===== src/rtl/shift_pipe.sv =====
// shift_pipe: two-stage logarithmic shifter/rotator with valid/ready flow.
// Stage 1 applies the low shift bits, stage 2 the rest plus the flags.

module shift_s1_stage #(
  parameter int WIDTH = 32,
  parameter int AW = $clog2(WIDTH) + 1,
  parameter int S1B = AW / 2
) (
  input  logic [1:0]       mode,
  input  logic [S1B-1:0]   k,
  input  logic [WIDTH-1:0] din,
  output logic [WIDTH:0]   data
);

  logic is_shl;
  logic is_shr;
  logic is_sar;

  assign is_shl = (mode == 2'b00);
  assign is_shr = (mode == 2'b01);
  assign is_sar = (mode == 2'b10);

  // Extra bit holds the last bit shifted out: top for SHL, bottom for SHR/SAR.
  always_comb begin
    data = '0;
    unique case (1'b1)
      is_shl: data = {1'b0, din} << k;
      is_shr: data = {din, 1'b0} >> k;
      is_sar: data = $unsigned($signed({din, 1'b0}) >>> k);
      default: data = {1'b0, WIDTH'({din, din} >> k)};
    endcase
  end

endmodule

module shift_s2_stage #(
  parameter int WIDTH = 32,
  parameter int AW = $clog2(WIDTH) + 1,
  parameter int S1B = AW / 2
) (
  input  logic [1:0]       mode,
  input  logic [AW-1:0]    n,
  input  logic [WIDTH:0]   data,
  output logic [WIDTH-1:0] res,
  output logic             cy
);

  logic is_shl;
  logic is_shr;
  logic is_sar;
  logic [AW-1:0] amt;
  logic [AW-2:0] ramt;
  logic rot_nz;
  logic [WIDTH:0] ext;
  logic [WIDTH-1:0] rot;

  assign is_shl = (mode == 2'b00);
  assign is_shr = (mode == 2'b01);
  assign is_sar = (mode == 2'b10);

  // Shifts keep the out-of-range bit; rotation drops it (mod WIDTH).
  assign amt = {n[AW-1:S1B], {S1B{1'b0}}};
  assign ramt = {n[AW-2:S1B], {S1B{1'b0}}};
  assign rot_nz = |n[AW-2:0];

  // Finish the shift; oversize amounts flush to zero or sign naturally.
  always_comb begin
    ext = '0;
    rot = '0;
    res = '0;
    cy = 1'b0;
    unique case (1'b1)
      is_shl: begin
        ext = data << amt;
        res = ext[WIDTH-1:0];
        cy = ext[WIDTH];
      end
      is_shr: begin
        ext = data >> amt;
        res = ext[WIDTH:1];
        cy = ext[0];
      end
      is_sar: begin
        ext = $unsigned($signed(data) >>> amt);
        res = ext[WIDTH:1];
        cy = ext[0];
      end
      default: begin
        rot = WIDTH'({data[WIDTH-1:0], data[WIDTH-1:0]} >> ramt);
        res = rot;
        cy = rot_nz & rot[WIDTH-1];
      end
    endcase
  end

endmodule

module shift_pipe #(
  parameter int WIDTH = 32,
  parameter int AW = $clog2(WIDTH) + 1
) (
  input  logic             clk,
  input  logic             rst_n,
  input  logic             in_valid,
  output logic             in_ready,
  input  logic [1:0]       mode,
  input  logic [AW-1:0]    n,
  input  logic [WIDTH-1:0] din,
  output logic             out_valid,
  input  logic             out_ready,
  output logic [WIDTH-1:0] dout,
  output logic             carry,
  output logic             zero
);

  localparam int S1B = AW / 2;

  logic             s1_valid;
  logic [1:0]       s1_mode;
  logic [AW-1:0]    s1_n;
  logic [WIDTH:0]   s1_data;
  logic             s2_adv;
  logic             accept;
  logic [WIDTH:0]   pre;
  logic [WIDTH-1:0] res;
  logic             cy;

  assign s2_adv = s1_valid && (!out_valid || out_ready);
  assign in_ready = !s1_valid || s2_adv;
  assign accept = in_valid && in_ready;

  shift_s1_stage #(
    .WIDTH(WIDTH),
    .AW(AW),
    .S1B(S1B)
  ) u_s1 (
    .mode(mode),
    .k(n[S1B-1:0]),
    .din(din),
    .data(pre)
  );

  shift_s2_stage #(
    .WIDTH(WIDTH),
    .AW(AW),
    .S1B(S1B)
  ) u_s2 (
    .mode(s1_mode),
    .n(s1_n),
    .data(s1_data),
    .res(res),
    .cy(cy)
  );

  // Stage 1: capture partially shifted operand; drain when it moves on.
  always_ff @(posedge clk or negedge rst_n) begin
    if (!rst_n) begin
      s1_valid <= 1'b0;
      s1_mode <= '0;
      s1_n <= '0;
      s1_data <= '0;
    end else if (accept) begin
      s1_valid <= 1'b1;
      s1_mode <= mode;
      s1_n <= n;
      s1_data <= pre;
    end else if (s2_adv) begin
      s1_valid <= 1'b0;
    end
  end

  // Stage 2: result register, held while the consumer stalls.
  always_ff @(posedge clk or negedge rst_n) begin
    if (!rst_n) begin
      out_valid <= 1'b0;
      dout <= '0;
      carry <= 1'b0;
      zero <= 1'b0;
    end else if (s2_adv) begin
      out_valid <= 1'b1;
      dout <= res;
      carry <= cy;
      zero <= (res == '0);
    end else if (out_ready) begin
      out_valid <= 1'b0;
    end
  end

endmodule

===== config.mk =====
export PLATFORM = sky130hd
export DESIGN_NAME = shift_pipe
export DESIGN_NICKNAME = d
export VERILOG_FILES = /design/src/rtl/shift_pipe.sv
export SDC_FILE = /design/constraint.sdc
export NUM_CORES = 1
export LEC_CHECK = 0
export CORE_MARGIN = 2
export CORE_UTILIZATION = 50
export DETAILED_ROUTE_END_ITERATION = 10
export PLACE_DENSITY_LB_ADDON = 0.25
export SYNTH_ARGS = -nofsm -noshare
export SYNTH_HDL_FRONTEND = slang
export SYNTH_HIERARCHICAL = 1
export SYNTH_SLANG_ARGS = --single-unit

===== constraint.sdc =====
create_clock -name clk -period 6.68 [get_ports clk]
set_input_delay 1.67 -clock clk [delete_from_list [all_inputs] [get_ports clk]]
set_output_delay 1.67 -clock clk [all_outputs]
set_load 0.01 [all_outputs]

# Word-level counts from Yosys, hierarchy flattened
# Index checks and enable logic that the tools add are counted.
[totals] register_bits=77 output_inout_bits=36 word_cells=40
[op_classes] n_eq_ne=4 shifts=8 muxes=7 bitwise=1 n_reduce_logical=12
[ops] cell="$pmux W33 S3" count=1
[ops] cell="$pmux W32 S3" count=1
[ops] cell="$shr A64 B3 Y32" count=1
[ops] cell="$shr A64 B5 Y32" count=1
[ops] cell="$shl A32 B3 Y33" count=1
[ops] cell="$shl A33 B6 Y33" count=1
[ops] cell="$shr A33 B3 Y33" count=1
[ops] cell="$shr A33 B6 Y33" count=1
[ops] cell="$sshr A33 B3 Y33" count=1
[ops] cell="$sshr A33 B6 Y33" count=1
[ops] cell="$logic_not A32 Y1" count=1
[ops] cell="$reduce_or A5 Y1" count=1
[ops] cell="$eq A2 B1 Y1 const B" count=2
[ops] cell="$eq A2 B2 Y1 const B" count=2
[ops] cell="$logic_not A2 Y1" count=2
[ops] cell="$mux W1" count=4
[ops] cell="$reduce_bool A2 Y1" count=2
[ops] cell="$pmux W1 S3" count=1
[ops] cell="$logic_and A1 B1 Y1" count=2
[ops] cell="$logic_not A1 Y1" count=2
[ops] cell="$logic_or A1 B1 Y1" count=2
[ops] cell="$and A1 B1 Y1" count=1

# Longest topological paths before layout
[logic_depth] word_depth=6 ltp_mapped=11 ltp_nobuf=7

# Modules after synthesis
# Netlist, hierarchy kept.
[by_module_without_submodules] mod="shift_s1_stage" n_inst=1 cells_each=360 area_per_inst_um2=3179.3 seq_area_each_um2=0.0
[by_module_without_submodules] mod="shift_pipe" n_inst=1 cells_each=176 area_per_inst_um2=3014.1 seq_area_each_um2=1926.8
[by_module_without_submodules] mod="shift_s2_stage" n_inst=1 cells_each=345 area_per_inst_um2=2750.1 seq_area_each_um2=0.0

# Worst setup path before layout
# OpenSTA, ideal clock, no wires.
[synth_path] path_type="input to output" start="input out_ready" end="output in_ready" arrival_ns=1.924 t_required_ns=5.010 slack_ns=3.086 cell_stages=1 path_buffers=0 cell_sequence="nand3b_2"
[synth_between] elab_chain_len=3
[synth_lines] element="from (decl)" line_no="110" text="input logic out_ready,"
[synth_lines] element="$logic_or A1 B1 Y1" line_no="128" text="assign s2_adv = s1_valid && (!out_valid || out_ready);"
[synth_lines] element="$logic_and A1 B1 Y1" line_no="128"
[synth_lines] element="$logic_or A1 B1 Y1" line_no="129" text="assign in_ready = !s1_valid || s2_adv;"
[synth_lines] element="to (decl)" line_no="105" text="output logic in_ready,"
# No other way between the ends.

# Worst setup path in the final report
# Same ends and word-level chain as after synthesis.

==> impl_results.md <==
- Post-synth top cells: 112 x mux2_2, 96 x nand2_1, 77 x dfrtp_1
- Synth Net Count: 925
- Crit-path max FO: 3
- Vias post-DR: 7940
- Syn Inst Count: 881
- Primary FF master, synth: dfrtp_1
- RSZ-0062 raised after global routing: false
- Die area: 19000 um^2
- Cell-internal power: 1570 uW
- Vias per cell: 7.07
- Num Clock Sinks: 77
- Root Buffer: clkbuf_16
- HPWL Detailed: 18700 um
- Reg clk slew, reported paths: 0.06 ns
- Synth warn: 6
- Sw Share: 38.7%
- Pin count of the biggest net entering global routing: 78
- GP Congestion: 0.949
- Slew headroom: 24.6%
- Die H: 138 um
- Clk Latency, worst-skew pair: 0.34 ns
- Combinational Power Share: 48.4%
- Post-synth EDFFs: 0
- Post-layout min period: 4.51 ns
- First-pass GRT wire length: 40500 um
- Min-Delay Path Class: register to register
- Layout Cells excl Fill: 1123
- Drc violations: 0
- Syn avg cell area: 10.2 um^2
- Layout cells sized above 1: 25.2%
- Total Routing Usage GR: 27.7%
- Unique masters post-synth: 76
- Critical path class: primary input to output pin
- FF/Latch Area: 1930 um^2
- Mapped cell area: 8940 um^2
- Share of the synthesized area in the top cell type: 21.5%
- 1st-pass router iterations: 6
- Multi-input gate area: 6390 um^2
- P per Cell Area: 261 nW/um^2
- #FFs+latches synth: 77
- Max Cap Viol: 0
- Worst-margin pin slew: 1.13 ns
- Average routed wire per standard cell: 23.0 um
- 1st-iter DRT viols: 980
- Fmax: 222 MHz
- IO Port Bufs: 79
- NetSw: 989 uW
- Final Max Slew Viols: 0
- Setup TNS: 0 ns
- CP arrival: 2.84 ns
- Async set or reset register ratio after synthesis: 100%
- Antenna viol nets, final: 0
- Post_cts resized: 0
- CP endpoint kind: output pin
- # diodes: 0
- Synth area leaders: dfrtp_1 22%, mux4_2 15%, mux2_2 14%
- Cell taking the most area after synthesis: dfrtp_1
- Final worst-path cycle share: 67.5%
- Post-layout nets: 937
- Final Hold Vio Count: 0
- TritonCTS buffer count: 9
- I/O pin count: 80
- Core ar.: 17400 um^2
- Grt total ovfl: 0
- Leak Pwr: 0.00386 uW
- Peak supply drop: 0.168 mV
- Placed cell count: 1107
- Hold Slack: 0.502 ns
- Buffer count from post-CTS setup fixing: 0
- Status: finished, final reports clean
- Final Setup Violations: 0
- Worst EP required: 5.01 ns
- Initial antenna violation count: 0
- Post-synthesis sequential area ratio: 21.5%
- CTS tree: built
- Starting density of the core: 51.4%
- Area Overhead vs Synth: 9.61%
- # hold bufs at CTS: 0
- Die width: 138 um
- Std cell rows: 48
- Sequential Power Share: 31.2%
- Max Root-Sink Buffers: 2
- Worst setup SP type: primary input
- Total Wirelength: 25800 um
- Filler cells: 1530
- Vias in the first global route: 7202
- Clock skew: 0.00576 ns
- Most frequent cell after synthesis: mux2_2
- H-tree Lvls: 3
- Clock power frac: 20.4%
-- per-stage QoR --
stage	instance area, um^2	setup WS (ns)	util [%]	power [uW]
6_report	9800	2.17	56.3	2550
5_1_grt	9800	2.13	56.3	2690
4_1_cts	9800	2.16	56.3	2540
3_5_place_dp	9490	2.16	54.5	2020
3_3_place_gp	9490	2.17	54.5	2000
2_1_floorplan	8940	3.09	-	1590
-- sequential cells by signal, indices dropped and copies added, names as in the netlist --
name,cells
carry,1
out_valid,1
zero,1
s1_valid,1
s1_mode,2
s1_data,33
dout,32
s1_n,6
-- power by group through the flow --
stage	clock (uW)	sequential (uW)	combinational, uW
after floorplan	0	744	844
after global placement	0	794	1200
after detailed placement	0	802	1210
after CTS	532	793	1220
after global routing	552	817	1320
final	520	797	1240
-- final cells by class --
type                            count  share of cell area [%]
Clock buffer                       10                    2.34
Inverter                            7                   0.268
Clock inverter                      6                   0.881
Sequential cell                    77                    19.7
Timing Repair Buffer               89                    8.76
Tap cell                          225                    2.87
Multi-Input combinational cell    709                    65.2
-- critical path, stage by stage --
cell,delay (ns)
clkdlybuf4s50_1,0.46
nand3b_2,0.16
clkdlybuf4s50_1,0.55
-- cells by family after synthesis --
group	share of synthesized area (%)
xor+xnor	0.0979
compound gates	17.2
simple gates	12.6
mux	41.5
flops	21.5
buf+inv	7.02
-- final timing paths --
kind | startpoint | endpoint | slack (ns) | cells past startpoint
hold / removal | dout[26] | dout[26] | 0.50 | 1
hold reg to reg | dout[26] | dout[26] | 0.50 | 1
setup / recovery | out_ready | in_ready | 2.17 | 3
setup reg to reg | s1_n[3] | zero | 2.91 | 8
max in group asynchronous | rst_n | s1_n[3] | 4.52 | 1
min in group asynchronous | rst_n | out_valid | 1.47 | 1
-- cells in the final DEF, fill, tap and decap left out, types with 7 or more instances in the layout --
| cell type | instances |
|---|---|
| clkbuf_16 | 9 |
| nand3_1 | 7 |
| mux2i_1 | 75 |
| a221o_1 | 19 |
| a221oi_1 | 8 |
| nand2_1 | 96 |
| a22oi_1 | 13 |
| nor2_1 | 32 |
| clkdlybuf4s50_1 | 76 |
| mux4_2 | 61 |
| o22ai_1 | 12 |
| a31oi_1 | 12 |
| o221ai_1 | 8 |
| nor3b_1 | 8 |
| o211ai_1 | 11 |
| o21ai_0 | 40 |
| nor3_1 | 15 |
| dfrtp_1 | 74 |
| mux2_2 | 112 |
| a21oi_1 | 33 |
| buf_4 | 13 |
| o311ai_0 | 14 |
| nand2b_1 | 13 |
| nor2b_1 | 8 |
| mux2_4 | 10 |
| nor4_1 | 10 |
-- per-layer routing --
layer	track usage [%]	vias up	share of wire, %
met5	0	-	0
met3	3.27	88	6.9
met4	13.1	0	4.5
li1	-	3519	-
met1	37.9	3878	42
met2	43.8	455	46
Power figures use the tool's default switching activity.
